--- config.mk ---
export PLATFORM = sky130hd
export DESIGN_NAME = rr_mux_arbiter
export DESIGN_NICKNAME = d
export VERILOG_FILES = /design/src/rtl/rr_mux_arbiter.sv
export SDC_FILE = /design/constraint.sdc
export NUM_CORES = 1
export LEC_CHECK = 0
export ABC_AREA = 1
export BUFFER_PORTS_ARGS = -buffer_cell sky130_fd_sc_hd__buf_2
export CORE_AREA = 2 2 49 51
export DETAILED_ROUTE_END_ITERATION = 8
export DIE_AREA = 0 0 51 53
export GPL_ROUTABILITY_DRIVEN = 0
export PLACE_DENSITY = 0.82
export SYNTH_ARGS = -nofsm -noshare
export SYNTH_HDL_FRONTEND = slang
export SYNTH_SLANG_ARGS = --single-unit
--- constraint.sdc ---
create_clock -name clk -period 3.5 [get_ports clk]
set_input_delay 0.7 -clock clk [delete_from_list [all_inputs] [get_ports clk]]
set_output_delay 0.7 -clock clk [all_outputs]
set_load 0.1 [all_outputs]
--- src/rtl/rr_mux_arbiter.sv ---
// rr_mux_arbiter
//   Round-robin arbiter that shares one WIDTH-bit valid/ready output channel
//   among four requesters. A grant is held for a burst of up to MAX_BURST
//   transfers, then priority rotates to the index after the granted one.
//   The registered grant index is exported so other 4:1 muxes can follow it.
//
// Ports
//   clk        in   rising-edge clock
//   reset      in   asynchronous, active-high reset
//   req        in   [3:0]        request per requester
//   din        in   [4*WIDTH-1:0] requester data, slice i = requester i
//   out_ready  in   consumer accepts the current beat
//   out_valid  out  output beat valid
//   out_data   out  [WIDTH-1:0] din slice selected by sel
//   ack        out  [3:0] one-hot, set in the cycle requester i's beat transfers
//   sel        out  [1:0] registered grant index
//   busy       out  high while a grant is active
module rr_mux_arbiter #(
    parameter int WIDTH     = 8,
    parameter int MAX_BURST = 4
) (
    input  logic                 clk,
    input  logic                 reset,
    input  logic [3:0]           req,
    input  logic [4*WIDTH-1:0]   din,
    input  logic                 out_ready,
    output logic                 out_valid,
    output logic [WIDTH-1:0]     out_data,
    output logic [3:0]           ack,
    output logic [1:0]           sel,
    output logic                 busy
);

    localparam int CNT_W = $clog2(MAX_BURST + 1);

    localparam logic [0:0] ST_IDLE  = 1'b0;
    localparam logic [0:0] ST_GRANT = 1'b1;

    // Count value of the last beat in a burst.
    localparam logic [CNT_W-1:0] CNT_LAST = CNT_W'(MAX_BURST - 1);

    logic [0:0]       state_r;
    logic [1:0]       ptr_r;
    logic [1:0]       sel_r;
    logic [CNT_W-1:0] cnt_r;

    logic [0:0]       state_nxt_s;
    logic [1:0]       ptr_nxt_s;
    logic [1:0]       sel_nxt_s;
    logic [CNT_W-1:0] cnt_nxt_s;

    logic             in_grant_s;
    logic             req_sel_s;
    logic             transfer_s;

    // First set request bit scanning upward from the priority pointer (mod 4).
    function automatic logic [1:0] rr_pick(input logic [3:0] r, input logic [1:0] p);
        logic [1:0] idx;
        logic [1:0] pick;
        logic       found;
        pick  = p;
        found = 1'b0;
        for (int k = 0; k < 4; k++) begin
            idx = p + 2'(k);
            if (!found && r[idx]) begin
                pick  = idx;
                found = 1'b1;
            end else begin
                pick  = pick;
            end
        end
        return pick;
    endfunction

    assign in_grant_s = (state_r == ST_GRANT);
    assign req_sel_s  = req[sel_r];
    assign transfer_s = in_grant_s & req_sel_s & out_ready;

    // Next-state logic: IDLE picks a winner, GRANT counts beats and releases.
    always_comb begin
        state_nxt_s = state_r;
        ptr_nxt_s   = ptr_r;
        sel_nxt_s   = sel_r;
        cnt_nxt_s   = cnt_r;
        case (state_r)
            ST_IDLE: begin
                if (req != 4'b0000) begin
                    sel_nxt_s   = rr_pick(req, ptr_r);
                    cnt_nxt_s   = {CNT_W{1'b0}};
                    state_nxt_s = ST_GRANT;
                end else begin
                    state_nxt_s = ST_IDLE;
                end
            end
            ST_GRANT: begin
                // A dropped request or the final beat of a burst both release.
                if (!req_sel_s || (transfer_s && (cnt_r == CNT_LAST))) begin
                    state_nxt_s = ST_IDLE;
                    cnt_nxt_s   = {CNT_W{1'b0}};
                    ptr_nxt_s   = sel_r + 2'd1;
                end else if (transfer_s) begin
                    cnt_nxt_s   = cnt_r + CNT_W'(1);
                end else begin
                    cnt_nxt_s   = cnt_r;
                end
            end
            default: begin
                state_nxt_s = ST_IDLE;
                cnt_nxt_s   = {CNT_W{1'b0}};
            end
        endcase
    end

    // Arbiter state registers.
    always_ff @(posedge clk or posedge reset) begin
        if (reset) begin
            state_r <= ST_IDLE;
            ptr_r   <= 2'd0;
            sel_r   <= 2'd0;
            cnt_r   <= {CNT_W{1'b0}};
        end else begin
            state_r <= state_nxt_s;
            ptr_r   <= ptr_nxt_s;
            sel_r   <= sel_nxt_s;
            cnt_r   <= cnt_nxt_s;
        end
    end

    // Data mux steered by the registered grant index in every state.
    always_comb begin
        case (sel_r)
            2'd0:    out_data = din[WIDTH-1:0];
            2'd1:    out_data = din[2*WIDTH-1:WIDTH];
            2'd2:    out_data = din[3*WIDTH-1:2*WIDTH];
            2'd3:    out_data = din[4*WIDTH-1:3*WIDTH];
            default: out_data = din[WIDTH-1:0];
        endcase
    end

    assign out_valid = in_grant_s & req_sel_s;
    assign ack       = transfer_s ? (4'b0001 << sel_r) : 4'b0000;
    assign sel       = sel_r;
    assign busy      = in_grant_s;

endmodule

==> results of run 1 <==
per-stage QoR:
step | instance area [sq um] | std cells | hold WS, ns | setup TNS, ns
6_report | 1325 | 234 | 0.3735 | 0
5_1_grt | 1325 | 234 | 0.4072 | 0
4_1_cts | 1325 | 234 | 0.3751 | 0
3_5_place_dp | 1303 | 231 | 0.4998 | 0
3_3_place_gp | 1303 | 231 | 0.4885 | 0
2_1_floorplan | 1023 | 154 | 0.4653 | -2.192
metal layers:
metal  track usage (%)  vias up  part of all wire [%]
met3             3.107        7                   7.8
met5                 0        -                     0
met1             24.57      514                    44
li1                  -      614                     -
met4             8.108        0                   1.8
met2             37.01       46                    46
cell usage after synthesis:
cell type  count  area, sq um
nor2_1         5        18.77
ha_1           7        87.58
a21oi_1        8        40.04
dfrtp_1        8        200.2
nand2_1       48        180.2
nor2_4         1        11.26
nand2_2        7        43.79
nand3_2        1        10.01
o21ai_1        1        5.000
nand2_4        4        45.04
clkbuf_1       3        11.26
a22o_1         8        70.07
inv_1         14        52.55
o21ai_0       15        75.07
inv_2          3        11.26
buf_1          1        3.750
nand3_1       17        85.08
o21bai_2       1        11.26
nor2_8         1        20.02
buf_6          1        11.26
worst max path at each step:
stage                   to  slack (ns)  cells after the start
2_1_floorplan  out_data[7]       -0.29                      5
3_3_place_gp        ack[3]        0.95                      8
3_5_place_dp        ack[1]        0.90                      8
4_1_cts        out_data[5]        0.76                      6
5_1_grt        out_data[5]        0.66                      6
6_report       out_data[0]        0.71                      6
cells by family after synthesis:
family / count (synthesis)
adders and majority gates: 7
DFF: 8
and+or+nand+nor: 84
AOI/OAI and AO/OA: 33
buffers and inverters: 22
area by class of cell:
cell class | count | area, sq um | area share (%)
multi-input combinational | 124 | 733.2 | 55.34
sequential | 8 | 200.2 | 15.11
clock buffer | 3 | 22.52 | 1.700
timing repair buffer | 54 | 270.3 | 20.40
inverter | 17 | 63.81 | 4.816
tap | 28 | 35.03 | 2.644
registers in the layout, indices dropped and copies added (netlist names):
name / count
busy: 1
ptr_r: 2
sel: 2
cnt_r: 3
worst max-delay path: cells and delay by family, from the launching register on:
kind | cells | cell delay [ns]
DFF | 1 | 0.46
AOI/OAI and AO/OA | 3 | 0.41
adders and majority gates | 1 | 0.36
buffers and inverters | 2 | 0.60
layout by cell type, fill, tap and decap left out, types with 7 or more instances in the layout:
master / count
nand3_1: 17
nand2_1: 48
buf_2: 54
dfrtp_1: 8
nand2_2: 7
a21oi_1: 8
inv_1: 14
o21ai_1: 9
ha_1: 7
o21ai_0: 7
a22o_1: 8
==> flow_summary.ini, run 1 <==
[status]
outcome = finished, final reports clean

[die]
die_h_um = 53
die-area_sq_mm = 0.002703
chipWidth_um = 51
start_util_pct = 46.24
num_rows = 17
core_sq_mm = 0.002148
ios = 55

[global_routing]
grt.overflow.total = 0
antenna_found_initial = 0
grt_pass1_wl_um = 4360
track_usage_pct = 20.63
grt_pass1_vias = 1057
grt_start_max_net_pins = 17

[clock_network]
cts_resized = 0
cts_tree = done
h-tree-depth = 1
cts_hold_buf = 0
path_clk_slew_ns = 0.05
clock_latency_ns = 0.25
cts_buffer_depth = 2
cts-buffers-inserted = 3
postCtsSetupRepairBufs = 0
cts.sinks = 8
cts-root-buf = clkbuf_4

[logic_synthesis]
avgSynthCellArea_sq_um = 6.451
synth_fp_nets = 200
synth-simple-area-share_pct = 41.69
synthCells = 154
synth_xor_area_share_pct = 0
synth_top_family_by_area = simple AND/OR/NAND/NOR gates
synth.yosys.seq_area_share_pct = 20.15
muxShareOfSynthArea_pct = 0
synth_area_sq_um = 993.5
synth_cell_type_count = 20
synth_fa_ha_area_share_pct = 8.816
synth_seq_cells = 8
yosys_warnings = 0
synth_compound_area_share_pct = 20.28

[critical_path]
r2r_end = ptr_r[0]$_DFFE_PP0P_
crit_slowest_cell = dfrtp_1
crit_chain = inv_2 -> ha_1 -> a22o_1 -> a21oi_1 -> o21ai_1 -> buf_2
start_kind = flip-flop
r2r_cells = 10
cp.arrival_ns = 2.09
cp_max_fo = 9
r2r_slack_ns = 1.78
r2r_start = sel[0]$_DFFE_PP0P_
crit_path_start = sel[0]$_DFFE_PP0P_
cp_slowest_stage_delay_ns = 0.46
path_class = flip-flop to output pin
end_kind = output pin
cp.required_ns = 2.80

[routing]
dr.first_iter.drc_count = 18
dr_total_vias = 1181
postRouteAntennaNets = 0
viasPerCell = 5.047
drt_wl_total_um = 2632
drt_pass1_iterations = 4
drt-wirelength-per-cell_um = 11.25
drcViolationCount = 0

[timing]
worstMarginPinSlew_ns = 0.4926
maxSlewViolCount = 0
slew_headroom_pct = 67.39
min_period_ns = 2.787
setup_slack_ns = 0.7127
fin_worst_skew_ns = 0.0009431
period_share_pct = 79.64
rsz0062_at_grt = false
max_freq_mhz = 358.8
setup_violations = 0
finalHoldViolCount = 0

[layout]
antenna_cells = 0
drive_above_1_share_pct = 38.35
finalNetCount = 254
areaGrowthSynthToFinish_pct = 33.38
fillers = 203
post-route-util_pct = 61.68

[min_path]
hp-class = input port to asynchronous set/reset pin

[placement]
pre_cts_ws_ns = 0.9047
place_hpwl_um = 2184
portBuffers = 54

[job]
cap_violations = 0
Power of run 1 is left out: the tool's default activity adds up to more than one toggle a clock period on the data nets, which glitch-free logic cannot reach.
==> run 2: changes to the inputs <==
Settings changed: CORE_AREA 2 2 49 51 to 2 2 51 53, DIE_AREA 0 0 51 53 to 0 0 53 55, PLACE_DENSITY 0.82 to 0.77.
Clock period 3.5 ns to 2.65 ns, I/O delays scaled along.
==> run 2 against run 1 <==
  * Sequential share of layout area shrank 1.5 points
  * Global-route usage grew 0.96 points
  * Wire length grew 11%
  * First-iteration DRC count shrank 44%
  * Clock skew grew 0.013 ns
  * Hold slack lost 0.18 ns
  * Non-clock buffer count grew 1
  * Critical path depth grew 2
  * Core utilization grew 3.0 points
  * Worst setup slack lost 0.51 ns
  * Highest routed layer is now met3
==> flow_summary.ini, run 2 (synthesis gave the netlist of run 1 again) <==
[clock_network]
postCtsSetupRepairBufs = 0
cts-buffers-inserted = 3
path_clk_slew_ns = 0.06
cts_hold_buf = 0
cts_tree = done
cts.sinks = 8
cts_resized = 0
clock_latency_ns = 0.26
cts-root-buf = clkbuf_4
cts_buffer_depth = 2
h-tree-depth = 1

[die]
die-area_sq_mm = 0.002915
ios = 55
die_h_um = 55
start_util_pct = 42.01
core_sq_mm = 0.002365
num_rows = 18
chipWidth_um = 53

[routing]
postRouteAntennaNets = 0
drt_wl_total_um = 2918
drcViolationCount = 0
drt-wirelength-per-cell_um = 12.26
dr.first_iter.drc_count = 10
viasPerCell = 5.029
dr_total_vias = 1197
drt_pass1_iterations = 4

[timing]
maxSlewViolCount = 0
setup_slack_ns = 0.2020
worstMarginPinSlew_ns = 0.4926
setup_violations = 0
period_share_pct = 92.38
rsz0062_at_grt = false
slew_headroom_pct = 67.38
fin_worst_skew_ns = 0.01383
max_freq_mhz = 408.5
finalHoldViolCount = 0
min_period_ns = 2.448

[critical_path]
cp_slowest_stage_delay_ns = 0.53
start_kind = flip-flop
end_kind = output pin
cpMostUsedCell = nor2_4
cp.arrival_ns = 1.92
cp_max_fo = 7
path_class = flip-flop to output pin
cp.required_ns = 2.12
crit_slowest_cell = dfrtp_4
crit_chain = inv_4 -> nand2_1 -> nand3_1 -> nand2_2 -> nor2_4 -> nand2_4 -> nor2_4 -> buf_2

[layout]
finalNetCount = 255
areaGrowthSynthToFinish_pct = 54.03
largest_reg_flops = 3
largest_register = cnt_r
drive_above_1_share_pct = 44.71
antenna_cells = 0
layout_commonest_cell = nand2_1
mostFrequentLayoutCells = nand2_1, buf_2, nand3_1, inv_1

[global_routing]
track_usage_pct = 21.59
grt_pass1_vias = 1084
antenna_found_initial = 0
grt_pass1_wl_um = 4643
grt_start_max_net_pins = 17
grt.overflow.total = 0

[placement]
pre_cts_ws_ns = 0.4260
portBuffers = 54
place_hpwl_um = 2511

[status]
outcome = finished, final reports clean

[min_path]
hp-class = input port to asynchronous set/reset pin

[job]
cap_violations = 0
run 2: cell count changes in the layout (fill, tap and decap cells not counted), sizes merged:
cell	previous run	this run
clkbuf	3	4
buf	54	55
run 2: stage by stage:
step	setup TNS, ns	area, sq um	instances	hold slack (ns)	utilization, %
after CTS	0	1530	238	0.2010	64.71
after floorplan	-0.6248	1095	154	0.3456	-
after detailed placement	0	1504	234	0.4823	63.60
after global routing	0	1530	238	0.2328	64.71
final	0	1530	238	0.1957	64.71
after global placement	0	1504	234	0.4803	63.60
run 2: per-layer routing:
metal,vias to the layer above,routed length (um),global-route usage (%)
met2,39,1537,43.33
met1,545,1152,23.38
met3,0,228,5.376
li1,613,-,-
met4,0,0,2.564
met5,-,0,0
run 2: path summary, 6_finish.rpt:
kind / start / end / slack (ns) / depth (start not counted)
max: sel[0]$_DFFE_PP0P_ / ack[0] / 0.20 / 8
min: reset / ptr_r[0]$_DFFE_PP0P_ / 0.20 / 2
max reg2reg: ptr_r[0]$_DFFE_PP0P_ / sel[1]$_DFFE_PP0P_ / 0.93 / 9
min reg2reg: cnt_r[0]$_DFFE_PP0P_ / cnt_r[0]$_DFFE_PP0P_ / 0.51 / 1
max in group asynchronous: reset / sel[1]$_DFFE_PP0P_ / 2.19 / 2
min in group clk: cnt_r[0]$_DFFE_PP0P_ / cnt_r[0]$_DFFE_PP0P_ / 0.51 / 1
run 2: cell type report:
type,count,area (sq um)
fillers,216,834.6
well taps,30,37.54
flip-flops and latches,8,209.0
multi-input cells,124,793.3
inverters,17,66.31
repair buffers,55,397.9
clock buffers,4,26.28
run 2: critical path, delay by kind of cell (launching register included):
family                 cells  cell delay, ns
buffers and inverters      2            0.52
and+or+nand+nor            6            0.62
DFF                        1            0.53
Power of run 2 is left out for the same reason.
==> run 3: changes to the inputs <==
==> constraint.sdc (replaced) <==
create_clock -name clk -period 2.65 [get_ports clk]
set_input_delay 0.265 -clock clk [delete_from_list [all_inputs] [get_ports clk]]
set_output_delay 0.265 -clock clk [all_outputs]
set_load 0.1 [all_outputs]
==> run 3 against run 2 <==
  * Hold slack improved by 0.20 ns
  * Design area decreased by 9.6%
  * Worst setup slack got worse by 0.019 ns
  * Count of clock-buffer cells in the layout unchanged
  * First-iteration DRC count decreased by 10%
  * Critical path depth decreased by 3
  * Core utilization decreased by 6.2 points
  * Sequential cell count unchanged
  * Critical endpoint is now out_data[3]
  * Via count decreased by 4.3%
==> flow_summary.ini, run 3 (synthesis gave the netlist of run 1 again) <==
[min_path]
hold_depth = 3
hold_path_end = cnt_r[2]$_DFFE_PP0P_
hp-class = input port to flip-flop
hp-start = out_ready

[critical_path]
crit_chain = inv_1 -> ha_1 -> nand2_1 -> o21ai_2 -> buf_2
cp_max_fo = 16
start_kind = flip-flop
cp.arrival_ns = 2.20
critPathTopFamily = adder cells
r2r_cells = 9
crit_slowest_cell = ha_1
r2r_slack_ns = 1.01
cp_slowest_stage_delay_ns = 0.62
end_kind = output pin
r2r_start = ptr_r[0]$_DFFE_PP0P_
r2r_end = sel[1]$_DFFE_PP0P_
cp.required_ns = 2.38
crit_buf_inv = 2
path_class = flip-flop to output pin

[timing]
finalHoldViolCount = 0
setup_violations = 0
min_period_ns = 2.467
fin_worst_skew_ns = 0.01244
max_freq_mhz = 405.4
slew_headroom_pct = 54.59
rsz0062_at_grt = false
tns_ns = 0
worstMarginPinSlew_ns = 0.6811
period_share_pct = 93.09
maxSlewViolCount = 0

[routing]
viasPerCell = 4.815
drt-wirelength-per-cell_um = 10.55
postRouteAntennaNets = 0
drcViolationCount = 0
dr_total_vias = 1146
drt_pass1_iterations = 4
drt_wl_total_um = 2510
dr.first_iter.drc_count = 9

[clock_network]
cts_buffer_depth = 2
cts_tree = done
clock_latency_ns = 0.26
cts.sinks = 8
cts_resized = 0
cts-root-buf = clkbuf_4
cts-buffers-inserted = 3
h-tree-depth = 1
path_clk_slew_ns = 0.06

[status]
outcome = finished, final reports clean

[layout]
finalNetCount = 255
layout_commonest_cell = buf_2
drive_above_1_share_pct = 43.27
largest_register = cnt_r
mostFrequentLayoutCells = buf_2, nand2_1, nand3_1, inv_1
largest_reg_flops = 3
antenna_cells = 0
fillers = 240
areaGrowthSynthToFinish_pct = 39.17

[global_routing]
track_usage_pct = 18.69
grt_start_max_net_pins = 17
antenna_found_initial = 0
grt_pass1_wl_um = 4126
grt.overflow.total = 0
grt_pass1_vias = 1037

[die]
start_util_pct = 42.01
ios = 55
core_sq_mm = 0.002365
num_rows = 18
die_h_um = 55
chipWidth_um = 53
die-area_sq_mm = 0.002915

[placement]
portBuffers = 54
place_hpwl_um = 2065

[job]
cap_violations = 0
[run 3: cell types whose count changed in the layout (fill, tap and decap cells not counted)]
cell,before,now
nand2_1,47,48
buf_12,8,0
buf_4,1,0
o21ai_4,3,0
nand2_2,7,6
dfrtp_4,2,1
buf_2,46,54
inv_4,1,0
dlygate4sd3_1,0,1
inv_1,13,14
o21ai_2,5,8
dfrtp_2,1,2
[run 3: per-stage QoR]
step | instances | worst slack [ns] | instance area [sq um] | hold slack, ns | utilization [%]
2_1_floorplan | 154 | 0.08198 | 1065 | 0.08054 | -
3_3_place_gp | 233 | 0.5430 | 1346 | 0.2156 | 56.93
3_5_place_dp | 233 | 0.4493 | 1346 | 0.2205 | 56.93
4_1_cts | 238 | 0.1632 | 1383 | 0.3811 | 58.47
5_1_grt | 238 | 0.03556 | 1383 | 0.3921 | 58.47
6_report | 238 | 0.1830 | 1383 | 0.3949 | 58.47
[run 3: area by class of cell]
class	count	area (sq um)	area share (%)
multi-input cells	124	768.2	55.57
repair buffers	55	280.3	20.27
flip-flops and latches	8	206.4	14.93
inverters	17	63.81	4.615
well taps	30	37.54	2.715
clock buffers	4	26.28	1.900
[run 3: worst min-delay path: stages]
cell and delay, ns:
buf_2 0.12, nand3_1 0.11, o21ai_0 0.09
[run 3: worst max path at each step]
stage | slack, ns | endpoint | cells past startpoint | from
floorplan | 0.08 | ack[0] | 7 | sel[0]$_DFFE_PP0P_
detailed placement | 0.45 | out_data[3] | 5 | sel[1]$_DFFE_PP0P_
CTS | 0.16 | out_data[3] | 5 | sel[1]$_DFFE_PP0P_
global route | 0.04 | out_data[3] | 5 | sel[1]$_DFFE_PP0P_
finish | 0.18 | out_data[3] | 5 | sel[1]$_DFFE_PP0P_
global placement | 0.54 | out_data[0] | 5 | sel[1]$_DFFE_PP0P_
[run 3: layer usage]
metal	part of all wire, %	GRT usage [%]	routed length, um	vias up
met3	7.4	3.763	186	0
met1	46	22.31	1145	498
li1	-	-	-	615
met5	0	0	0	-
met4	0	6.410	0	0
met2	47	33.54	1178	33
[run 3: timing repair]
action / in CTS / in global routing
endpoints found under the hold margin: 8 / 0
buffers inserted: 0 / 0
hold buffers: 1 / 0
Power of run 3 is left out for the same reason.
